File: src/rtl/ex_memlane_sched.sv
// ---------------------------------------------------------------------------
// ex_memlane_sched
//
// EX3 memory-lane scheduler. The bundle's lane-1 and lane-2 memory ops share
// the single L1D response port. Lane 1 is serviced first. If lane 2 also has
// an op, the lane-1 writeback ID and data are latched and the FSM moves to
// RUN2 to service lane 2. Both writebacks are then presented together in the
// cycle the bundle completes. While the bundle is incomplete, exHold stalls
// the pipeline. holdCyc counts consecutive stall cycles and saturates at 15.
//
// Ports
//   clock, reset        core clock, asynchronous active-low reset
//   opBraFlush          branch flush; cancels the current bundle
//   l1Req/l1IsLoad/l1RegId   lane-1 memory op
//   l2Req/l2IsLoad/l2RegId   lane-2 memory op
//   memDataIn           L1D return data
//   memDataOK           L1D status: 00 idle, 01 done, 10 hold, 11 fault
//   memReq/memLane      lane serviced this cycle (0 = lane 1, 1 = lane 2)
//   exHold              pipeline stall, bundle not complete
//   exFault             one-cycle memory fault pulse
//   l1ResId/l1ResVal    lane-1 writeback (ZZR_ID when no writeback)
//   l2ResId/l2ResVal    lane-2 writeback (ZZR_ID when no writeback)
//   holdCyc             consecutive hold cycles, saturating at 15
// ---------------------------------------------------------------------------
module ex_memlane_sched #(
    parameter logic [5:0] ZZR_ID = 6'h3F,
    parameter int         DATA_W = 64
) (
    input  logic              clock,
    input  logic              reset,
    input  logic              opBraFlush,
    input  logic              l1Req,
    input  logic              l1IsLoad,
    input  logic [5:0]        l1RegId,
    input  logic              l2Req,
    input  logic              l2IsLoad,
    input  logic [5:0]        l2RegId,
    input  logic [DATA_W-1:0] memDataIn,
    input  logic [1:0]        memDataOK,
    output logic              memReq,
    output logic              memLane,
    output logic              exHold,
    output logic              exFault,
    output logic [5:0]        l1ResId,
    output logic [DATA_W-1:0] l1ResVal,
    output logic [5:0]        l2ResId,
    output logic [DATA_W-1:0] l2ResVal,
    output logic [3:0]        holdCyc
);

    typedef enum logic {
        IDLE = 1'b0,
        RUN2 = 1'b1
    } state_t;

    state_t            r_state;
    logic              r_act;      // low from reset assertion to first clock after release
    logic [5:0]        r_l1Id;     // latched lane-1 writeback ID
    logic [DATA_W-1:0] r_l1Data;   // latched lane-1 load data
    logic [3:0]        r_holdCyc;

    state_t            w_next;
    logic              w_latch;
    logic [5:0]        w_l1Id;
    logic              w_ok;
    logic              w_flt;

    assign w_ok    = (memDataOK == 2'b01);
    assign w_flt   = (memDataOK == 2'b11);
    assign holdCyc = r_holdCyc;

    // Lane-1 writeback ID as produced by the current response: faults and
    // stores write nothing.
    assign w_l1Id  = (w_ok && l1IsLoad) ? l1RegId : ZZR_ID;

    always_comb begin
        w_next   = r_state;
        w_latch  = 1'b0;
        memReq   = 1'b0;
        memLane  = 1'b0;
        exHold   = 1'b0;
        exFault  = 1'b0;
        l1ResId  = ZZR_ID;
        l1ResVal = '0;
        l2ResId  = ZZR_ID;
        l2ResVal = '0;

        // r_act gates every combinational output so that asserting reset
        // silences the port immediately even if requests are still driven.
        if (!r_act) begin
            w_next = IDLE;
        end else if (opBraFlush) begin
            // Flush beats completion and fault in the same cycle.
            w_next = IDLE;
        end else if (r_state == RUN2) begin
            memReq  = 1'b1;
            memLane = 1'b1;
            if (w_ok || w_flt) begin
                exFault  = w_flt;
                l1ResId  = r_l1Id;
                l1ResVal = r_l1Data;
                l2ResId  = (w_ok && l2IsLoad) ? l2RegId : ZZR_ID;
                l2ResVal = w_ok ? memDataIn : '0;
                w_next   = IDLE;
            end else begin
                exHold = 1'b1;
            end
        end else if (l1Req) begin
            memReq = 1'b1;
            if (w_ok || w_flt) begin
                exFault = w_flt;
                if (l2Req) begin
                    // A lane-1 fault still hands over to lane 2.
                    exHold  = 1'b1;
                    w_latch = 1'b1;
                    w_next  = RUN2;
                end else begin
                    l1ResId  = w_l1Id;
                    l1ResVal = w_ok ? memDataIn : '0;
                end
            end else begin
                // 00 on a serviced lane means no response yet.
                exHold = 1'b1;
            end
        end else if (l2Req) begin
            // Lane-2-only bundle completes directly from IDLE.
            memReq  = 1'b1;
            memLane = 1'b1;
            if (w_ok || w_flt) begin
                exFault  = w_flt;
                l2ResId  = (w_ok && l2IsLoad) ? l2RegId : ZZR_ID;
                l2ResVal = w_ok ? memDataIn : '0;
            end else begin
                exHold = 1'b1;
            end
        end
    end

    always_ff @(posedge clock or negedge reset) begin
        if (!reset) begin
            r_state   <= IDLE;
            r_act     <= 1'b0;
            r_l1Id    <= ZZR_ID;
            r_l1Data  <= '0;
            r_holdCyc <= 4'd0;
        end else begin
            r_act   <= 1'b1;
            r_state <= w_next;
            if (w_latch) begin
                r_l1Id   <= w_l1Id;
                r_l1Data <= w_ok ? memDataIn : '0;
            end
            if (!exHold)
                r_holdCyc <= 4'd0;
            else if (r_holdCyc != 4'hF)
                r_holdCyc <= r_holdCyc + 4'd1;
        end
    end

endmodule
File: config.mk
export PLATFORM = sky130hd
export DESIGN_NAME = ex_memlane_sched
export DESIGN_NICKNAME = d
export VERILOG_FILES = /design/src/rtl/ex_memlane_sched.sv
export SDC_FILE = /design/constraint.sdc
export NUM_CORES = 1
export LEC_CHECK = 0
export CAP_MARGIN = 20
export CORE_MARGIN = 10
export CORE_UTILIZATION = 43
export CTS_BUF_LIST = sky130_fd_sc_hd__clkbuf_4 sky130_fd_sc_hd__clkbuf_8
export CTS_CLUSTER_DIAMETER = 50
export CTS_CLUSTER_SIZE = 28
export DETAILED_ROUTE_END_ITERATION = 6
export PLACE_DENSITY = 0.88
export SLEW_MARGIN = 20
export SYNTH_ARGS = -nofsm -noshare
export SYNTH_HDL_FRONTEND = slang
export SYNTH_SLANG_ARGS = --single-unit
File: constraint.sdc
create_clock -name clock -period 1.6 [get_ports clock]
set_input_delay 0.32 -clock clock [delete_from_list [all_inputs] [get_ports clock]]
set_output_delay 0.32 -clock clock [all_outputs]
set_load 0.01 [all_outputs]
==> run metrics, run 1 <==
top layer in use=met4; Tcrit/Tclk final=148%; outcome=complete, but fails checks; Crit. End Element=output pin; sequential area share after synthesis=39.4%; final core occ=between 90% and 100%; CTS Buffer Depth=2; Syn. warnings=0; vias in the first global route=6207; Rows=38; post-synthesis adder-cell area fraction=0.258%; H-tree depth=3; Inserted Diodes=0; routed vias=roughly 7000; # DRC=0; first-pass GRT wire length=34200 µm; P per Cell Area=between 600 and 700 nW/µm²; Root Buffer=clkbuf_8; WL met2=15300 µm; Area Overhead vs Synth=109%; Cell Area, Synth=around 4800 µm²; pre-CTS setup slack=-1.01 ns; Fin. Hold Viols=0; dpl hpwl=~14000 µm; die width=around 130 µm; Synth Instances=slightly below 600; Worst VDD drop=0.506 mV; Max Cap Viol=0; die area=about 16000 µm²; WP data required=around 1.3 ns; number of synthesized register bits=76; CTS clock-pin slew for the worst setup and hold paths=0.09 ns; starting density of the core=~44%; post-synth net total=663; Static Leakage=approximately 4.5 nW; Synth area leaders=dfrtp_1 (36%), mux2i_1 (15%), a32oi_1 (12%); share of the synthesized area in the top cell type=a little over a third; I/O Pins=233; Syn Area/Cell=~8.4 µm²; initial antenna violation count=0; Max Slew Vio Count=0; Data arrival, critical path=approximately 2.0 ns; area of the multi-input gates=roughly 3200 µm²; mux contribution to synthesized area=14.9%; clk sinks=76; Detailed Route Iter0 Violations=856; Routability Congestion=between 0.9 and 1; worst skew pair latency=about 0.36 ns; Critical Setup Path Class=flip-flop to output pin; 1st-pass router iterations=5; Register Area=1910 µm²; largest net degree at the start of global routing=77; failing checks=setup timing; startpoint type of the worst setup path=flip-flop; Die H=roughly 130 µm; Setup violations, final=around 220; Port Buf Inserts=232; largest family of logic cells by synthesized area=simple AND/OR/NAND/NOR gates; wire length on met1=approximately 10000 µm; share of layout cells above drive strength 1=roughly half; final worst path period need=approximately 2.4 ns; Synth Area in Compound Gates=between 10% and 20%; core area=approximately 11000 µm²; largest area contributor in the netlist=dfrtp_1; f_max=around 420 MHz; Final WS setup=-0.764 ns; antenna viol nets, final=0; Fill cells=about 380; Num CTS Buffers=9; WL met3=3480 µm; simple-gate share of the synthesized area=roughly a fifth; clk_skew=0.0119 ns; final WL=31500 µm; RSZ-0062 raised after global routing=yes; NumNets Final=about 1000; Sum Neg Setup Slack=-101.68 ns; Total GRT Usage=26.1%; distinct cell type count after synthesis=33; gr ovfl total=0; CP max FO=18; TritonCTS clock tree=yes; xor and xnor fraction of the mapped netlist area=less than 1%; Hold Path Class=flip-flop to flip-flop; Avg Vias per Cell=between 6 and 7; routed wire length per instance=between 20 and 30 µm
cells in the final DEF, fill, tap and decap left out, types with 2 or more instances in the layout:
cell	synthesis	final
nor2_1	135	70
o211ai_1	2	2
buf_4	1	95
dfstp_2	6	6
buf_2	27	88
mux2i_2	0	6
clkbuf_2	0	6
inv_1	72	72
nor2_4	0	49
a32oi_2	0	23
clkbuf_16	0	15
dlygate4sd2_1	0	2
nand2_1	66	65
or2_4	0	6
buf_6	14	89
clkbuf_4	0	2
a32oi_1	64	40
buf_12	0	24
clkdlybuf4s50_1	0	82
mux2i_1	72	59
nand3b_1	2	2
dfrtp_1	70	70
bufinv_16	0	4
nor2b_4	0	3
o32a_1	6	6
nand3_1	3	2
a21oi_1	4	4
buf_8	0	4
buf_16	0	13
clkbuf_8	0	10
nor2_2	0	16
mux2i_4	0	7
cell families (layout without fill, tap and decap cells):
| family | count (synthesis) | count (layout) |
|---|---|---|
| AO/OA/AOI/OAI | 80 | 80 |
| XOR/XNOR | 1 | 1 |
| adder cells (fa/ha/maj) | 1 | 1 |
| buffers and inverters | 123 | 508 |
| flip-flops | 76 | 76 |
| multiplexers | 72 | 72 |
| other | 1 | 1 |
| AND/OR/NAND/NOR | 223 | 223 |
worst max-delay path, stage by stage (launching register included):
cell      delay [ns]
dfrtp_1         0.42
and4bb_4        0.40
buf_12          0.19
buf_4           0.15
a32oi_1         0.14
nor2_1          0.20
buf_2           0.17
report_power, final:
| group | switching, mW | internal [mW] | leakage [nW] |
|---|---|---|---|
| logic | 0.964 | 0.889 | 3.37 |
| registers | 0.364 | 2.32 | 0.944 |
| clock network | 0.790 | 1.27 | 0.138 |
repair_timing:
item,in CTS,in global routing
gates resized for setup,474,410
gates cloned,11,20
pin swaps,22,32
hold buffers,1,0
endpoints found under the hold margin,5,0
endpoints found under the setup margin,219,219
setup buffers,25,47
Yosys cell counts:
cell and instances:
and2b_1 1, inv_1 72, nand3_1 3, nor2b_2 1, o21ai_1 1, o2111ai_1 1
a31o_2 1, ha_1 1, nand2b_1 2, a21oi_1 4, a32oi_1 64, and2_1 1
o211ai_1 2, buf_6 14, buf_4 1, conb_1 1, xnor2_1 1, buf_2 27
mux2i_1 72, nor2b_1 2, nor2_1 135, and3_1 1, dfrtp_1 70, nand3b_1 2
and4bb_2 1, nand2_1 66, clkbuf_1 9, and4_1 1, o32a_1 6, dfstp_2 6
or2_2 6, nor3_1 1, o21ai_0 1
final cells by class:
| class | instances | share of cell area (%) |
|---|---|---|
| well taps | 140 | 1.73 |
| multi-input cells | 378 | 31.3 |
| inverters | 72 | 2.67 |
| clock inverters | 4 | 1.19 |
| repair buffers | 420 | 42.7 |
| clock buffers | 12 | 1.51 |
| flip-flops and latches | 76 | 18.9 |
per-stage QoR:
stage | instance area (µm²) | instances | power, mW | hold slack (ns)
2_1_floorplan | 4840 | 577 | 3.08 | 0.0244
5_1_grt | 10100 | 1102 | 6.77 | 0.508
3_3_place_gp | 7830 | 984 | 3.66 | 0.369
4_1_cts | 8640 | 1037 | 5.92 | 0.478
3_5_place_dp | 7830 | 984 | 3.75 | 0.371
6_report | 10100 | 1102 | 6.61 | 0.490
state kept, by name (all words and copies together) (netlist names):
| register | count |
|---|---|
| holdCyc | 4 |
| r_l1Id | 6 |
| r_act | 1 |
| r_state | 1 |
| r_l1Data | 64 |
routing by layer:
layer  global-route usage [%]  vias up
met5                        0        -
met4                     12.4        0
met3                     6.80      230
met2                     45.3      673
met1                     29.1     3346
li1                         -     2715
path summary, 6_finish.rpt:
path | cells past startpoint | slack (ns) | from | to
min in group asynchronous | 3 | 0.50 | reset | r_l1Data[18]$_DFFE_PN0P_
max in group asynchronous | 3 | 0.71 | reset | r_l1Id[2]$_DFFE_PN1P_
hold reg to reg | 2 | 0.49 | r_l1Id[5]$_DFFE_PN1P_ | r_l1Id[5]$_DFFE_PN1P_
setup / recovery | 6 | -0.76 | r_state$_DFF_PN0_ | l1ResVal[25]
setup reg to reg | 9 | -0.48 | r_state$_DFF_PN0_ | r_l1Data[19]$_DFFE_PN0P_
hold / removal | 2 | 0.49 | r_l1Id[5]$_DFFE_PN1P_ | r_l1Id[5]$_DFFE_PN1P_
No activity file was read; power rests on OpenSTA's default activity.
==> run 2, diff against run 1 <==
--- a/config.mk
+++ b/config.mk
@@ -5,8 +5,8 @@
 export SDC_FILE = /design/constraint.sdc
 export NUM_CORES = 1
 export LEC_CHECK = 0
-export CAP_MARGIN = 20
-export CORE_MARGIN = 10
+export CAP_MARGIN = 0
+export CORE_MARGIN = 2
 export CORE_UTILIZATION = 43
 export CTS_BUF_LIST = sky130_fd_sc_hd__clkbuf_4 sky130_fd_sc_hd__clkbuf_8
 export CTS_CLUSTER_DIAMETER = 50
==> run metrics, run 2 (same netlist as run 1, synthesis figures left out) <==
Port Buf Inserts=232 (unchanged); crit path launch=r_state$_DFF_PN0_ (unchanged); Detailed Route Iter0 Violations=891 (was 856); H-tree depth=3 (unchanged); Tcrit/Tclk final=146% (was 148%); Final WS setup=-0.735 ns (was -0.764 ns); die width=110 µm (was 126 µm); CP max stage cell=dfrtp_1 (unchanged); pre-CTS setup slack=-1.04 ns (was -1.01 ns); largest net degree at the start of global routing=77 (unchanged); final WL=27800 µm (was 31500 µm); Routability Congestion=0.849 (was 0.902); TritonCTS clock tree=yes (unchanged); f_max=428 MHz (was 423 MHz); Worst VDD drop=0.457 mV (was 0.506 mV); Fill cells=486 (was 379); CP top delay family=buffers and inverters (was simple AND/OR/NAND/NOR gates); switching power=2.00 mW (was 2.12 mW); Setup violations, final=215 (was 222); final worst path period need=2.34 ns (was 2.36 ns); CP max FO=5 (was 18); CP cell instances=and4bb_4 > buf_6 > buf_6 > clkbuf_16 > a32oi_1 > nor2_1 > buf_2 (was and4bb_4 > buf_12 > buf_4 > a32oi_1 > nor2_1 > buf_2); CTS clock-pin slew for the worst setup and hold paths=0.08 ns (was 0.09 ns); routed vias=6726 (was 6964); commonest non-fill, non-tap cell in the layout=buf_2 (was buf_4); most frequent CP cell=buf_6; Switching Fraction=33.5% (was 32.1%); # DRC=0 (unchanged); Num CTS Buffers=9 (unchanged); Worst path max stage delay=0.41 ns (was 0.42 ns); dpl cells=985 (was 984); 1st-pass router iterations=6 (was 5); P per Cell Area=623 nW/µm² (was 654 nW/µm²); Reg power frac=44.6% (was 40.7%); Inserted Diodes=0 (unchanged); Critical Setup Path Class=flip-flop to output pin (unchanged); hold depth=2 (unchanged); failing checks=setup timing (unchanged); Hold Path Class=flip-flop to flip-flop (unchanged); startpoint type of the worst setup path=flip-flop (unchanged); register-to-register setup slack=-0.43 ns (was -0.48 ns); CTS Buffer Depth=2 (unchanged); clk sinks=76 (unchanged); dpl hpwl=11700 µm (was 13600 µm); Die H=110 µm (was 126 µm); max FFs per register=64 (unchanged); RSZ-0062 raised after global routing=yes (unchanged); placed cell areas=7830 µm² (about the same); starting density of the core=44.3% (unchanged); gr ovfl total=0 (unchanged); Comb pwr share=29.8% (was 28.1%); Root Buffer=clkbuf_8 (unchanged); core area=10900 µm² (unchanged); Hold EP=r_l1Id[3]$_DFFE_PN1P_ (was r_l1Id[5]$_DFFE_PN1P_); Rows=38 (unchanged); RR Endpoint=r_l1Data[23]$_DFFE_PN0P_ (was r_l1Data[19]$_DFFE_PN0P_); Data arrival, critical path=2.02 ns (was 2.04 ns); worst r2r path cells=10 (was 9); Crit. End Element=output pin (unchanged); first-pass GRT wire length=32300 µm (was 34200 µm); die area=12100 µm² (was 15900 µm²); Static Leakage=4.49 nW (was 4.45 nW); initial antenna violation count=0 (unchanged); Fin. Hold Viols=0 (unchanged); Area Overhead vs Synth=97.6% (was 109%); P_int=3.97 mW (was 4.49 mW); register bank with the most flops=r_l1Data (unchanged); Avg Vias per Cell=6.16 (was 6.32); share of layout cells above drive strength 1=44.7% (was 49.8%); fin area=9570 µm² (was 10100 µm²); vias in the first global route=6157 (was 6207); antenna viol nets, final=0 (unchanged); Max Cap Viol=0 (unchanged); I/O Pins=233 (unchanged); routed wire length per instance=25.5 µm (was 28.6 µm); hold path start=r_l1Id[3]$_DFFE_PN1P_ (was r_l1Id[5]$_DFFE_PN1P_); worst skew pair latency=0.37 ns (was 0.36 ns); Max Slew Vio Count=0 (unchanged); R2R Path Start=r_state$_DFF_PN0_ (unchanged); WP data required=1.28 ns (about the same); Clk pwr share=25.6% (was 31.3%); Total GRT Usage=35.4% (was 26.1%); Worst Path Buf+Inv=4 (was 3); most frequent cells in the layout=buf_2 (119), nor2_1 (117), buf_4 (85), clkdlybuf4s50_1 (78), inv_1 (72) (was buf_4 (95), buf_6 (89), buf_2 (88), clkdlybuf4s50_1 (82), inv_1 (72)); outcome=complete, but fails checks (unchanged); Layout Cells excl Fill=1091 (was 1102); clk_skew=0.0135 ns (was 0.0119 ns); NumNets Final=1032 (was 1043)
run 2: worst max-delay path by stage:
stage                               to  slack, ns  cells past startpoint
after CTS                 l1ResVal[29]      -0.64                      7
after floorplan            l1ResVal[0]      0.009                      5
after detailed placement  l1ResVal[40]      -1.04                      6
after global routing      l1ResVal[11]      -0.75                      7
after global placement    l1ResVal[53]      -0.98                      6
final                     l1ResVal[11]      -0.74                      7
run 2: per-stage QoR:
| stage | TNS [ns] | util, % | power [mW] | hold slack [ns] |
|---|---|---|---|---|
| global placement | -152.02 | 71.6 | 3.65 | 0.364 |
| finish | -103.57 | 87.5 | 5.96 | 0.482 |
| global route | -109.11 | 87.5 | 6.17 | 0.490 |
| floorplan | 0 | - | 3.08 | 0.0244 |
| detailed placement | -162.64 | 71.6 | 3.75 | 0.368 |
| CTS | -88.37 | 80.6 | 5.50 | 0.474 |
run 2: cell type report:
cell class	count	area (µm²)	share of cell area, %
Clock buffer	11	139	1.45
Sequential cell	76	1910	20.0
Inverter	72	270	2.82
Tap cell	140	175	1.83
Clock inverter	5	52.6	0.549
Timing Repair Buffer	409	4190	43.7
Multi-Input combinational cell	378	2840	29.7
run 2: layer usage:
| layer | vias to the layer above | track usage [%] | share of wire, % |
|---|---|---|---|
| li1 | 2713 | - | - |
| met1 | 3187 | 40.0 | 33 |
| met2 | 602 | 60.6 | 47 |
| met3 | 224 | 7.52 | 12 |
| met4 | 0 | 22.0 | 7.8 |
| met5 | - | 0 | 0 |
run 2: worst register-to-register path, cell delays in order (launching register included):
cell and delay, ns:
dfrtp_1 0.41, buf_4 0.15, buf_6 0.12, buf_6 0.13, nor2b_4 0.11, buf_6 0.10
and4_4 0.28, buf_12 0.14, buf_8 0.12, clkbuf_16 0.15, mux2i_1 0.21
run 2: repair_timing:
action,in CTS,in global routing
cloned,22,16
pin swaps,24,41
resized for setup,651,126
buffers inserted,39,21
hold endpoints to repair,36,0
hold buffers,1,0
setup endpoints to repair,218,219
run 2: power by group through the flow:
| stage | Clock (mW) | Combinational (mW) | Sequential (mW) |
|---|---|---|---|
| 2_1_floorplan | 0 | 0.565 | 2.51 |
| 3_3_place_gp | 0 | 1.08 | 2.57 |
| 3_5_place_dp | 0 | 1.16 | 2.59 |
| 4_1_cts | 1.47 | 1.46 | 2.57 |
| 5_1_grt | 1.62 | 1.88 | 2.68 |
| 6_report | 1.52 | 1.78 | 2.66 |
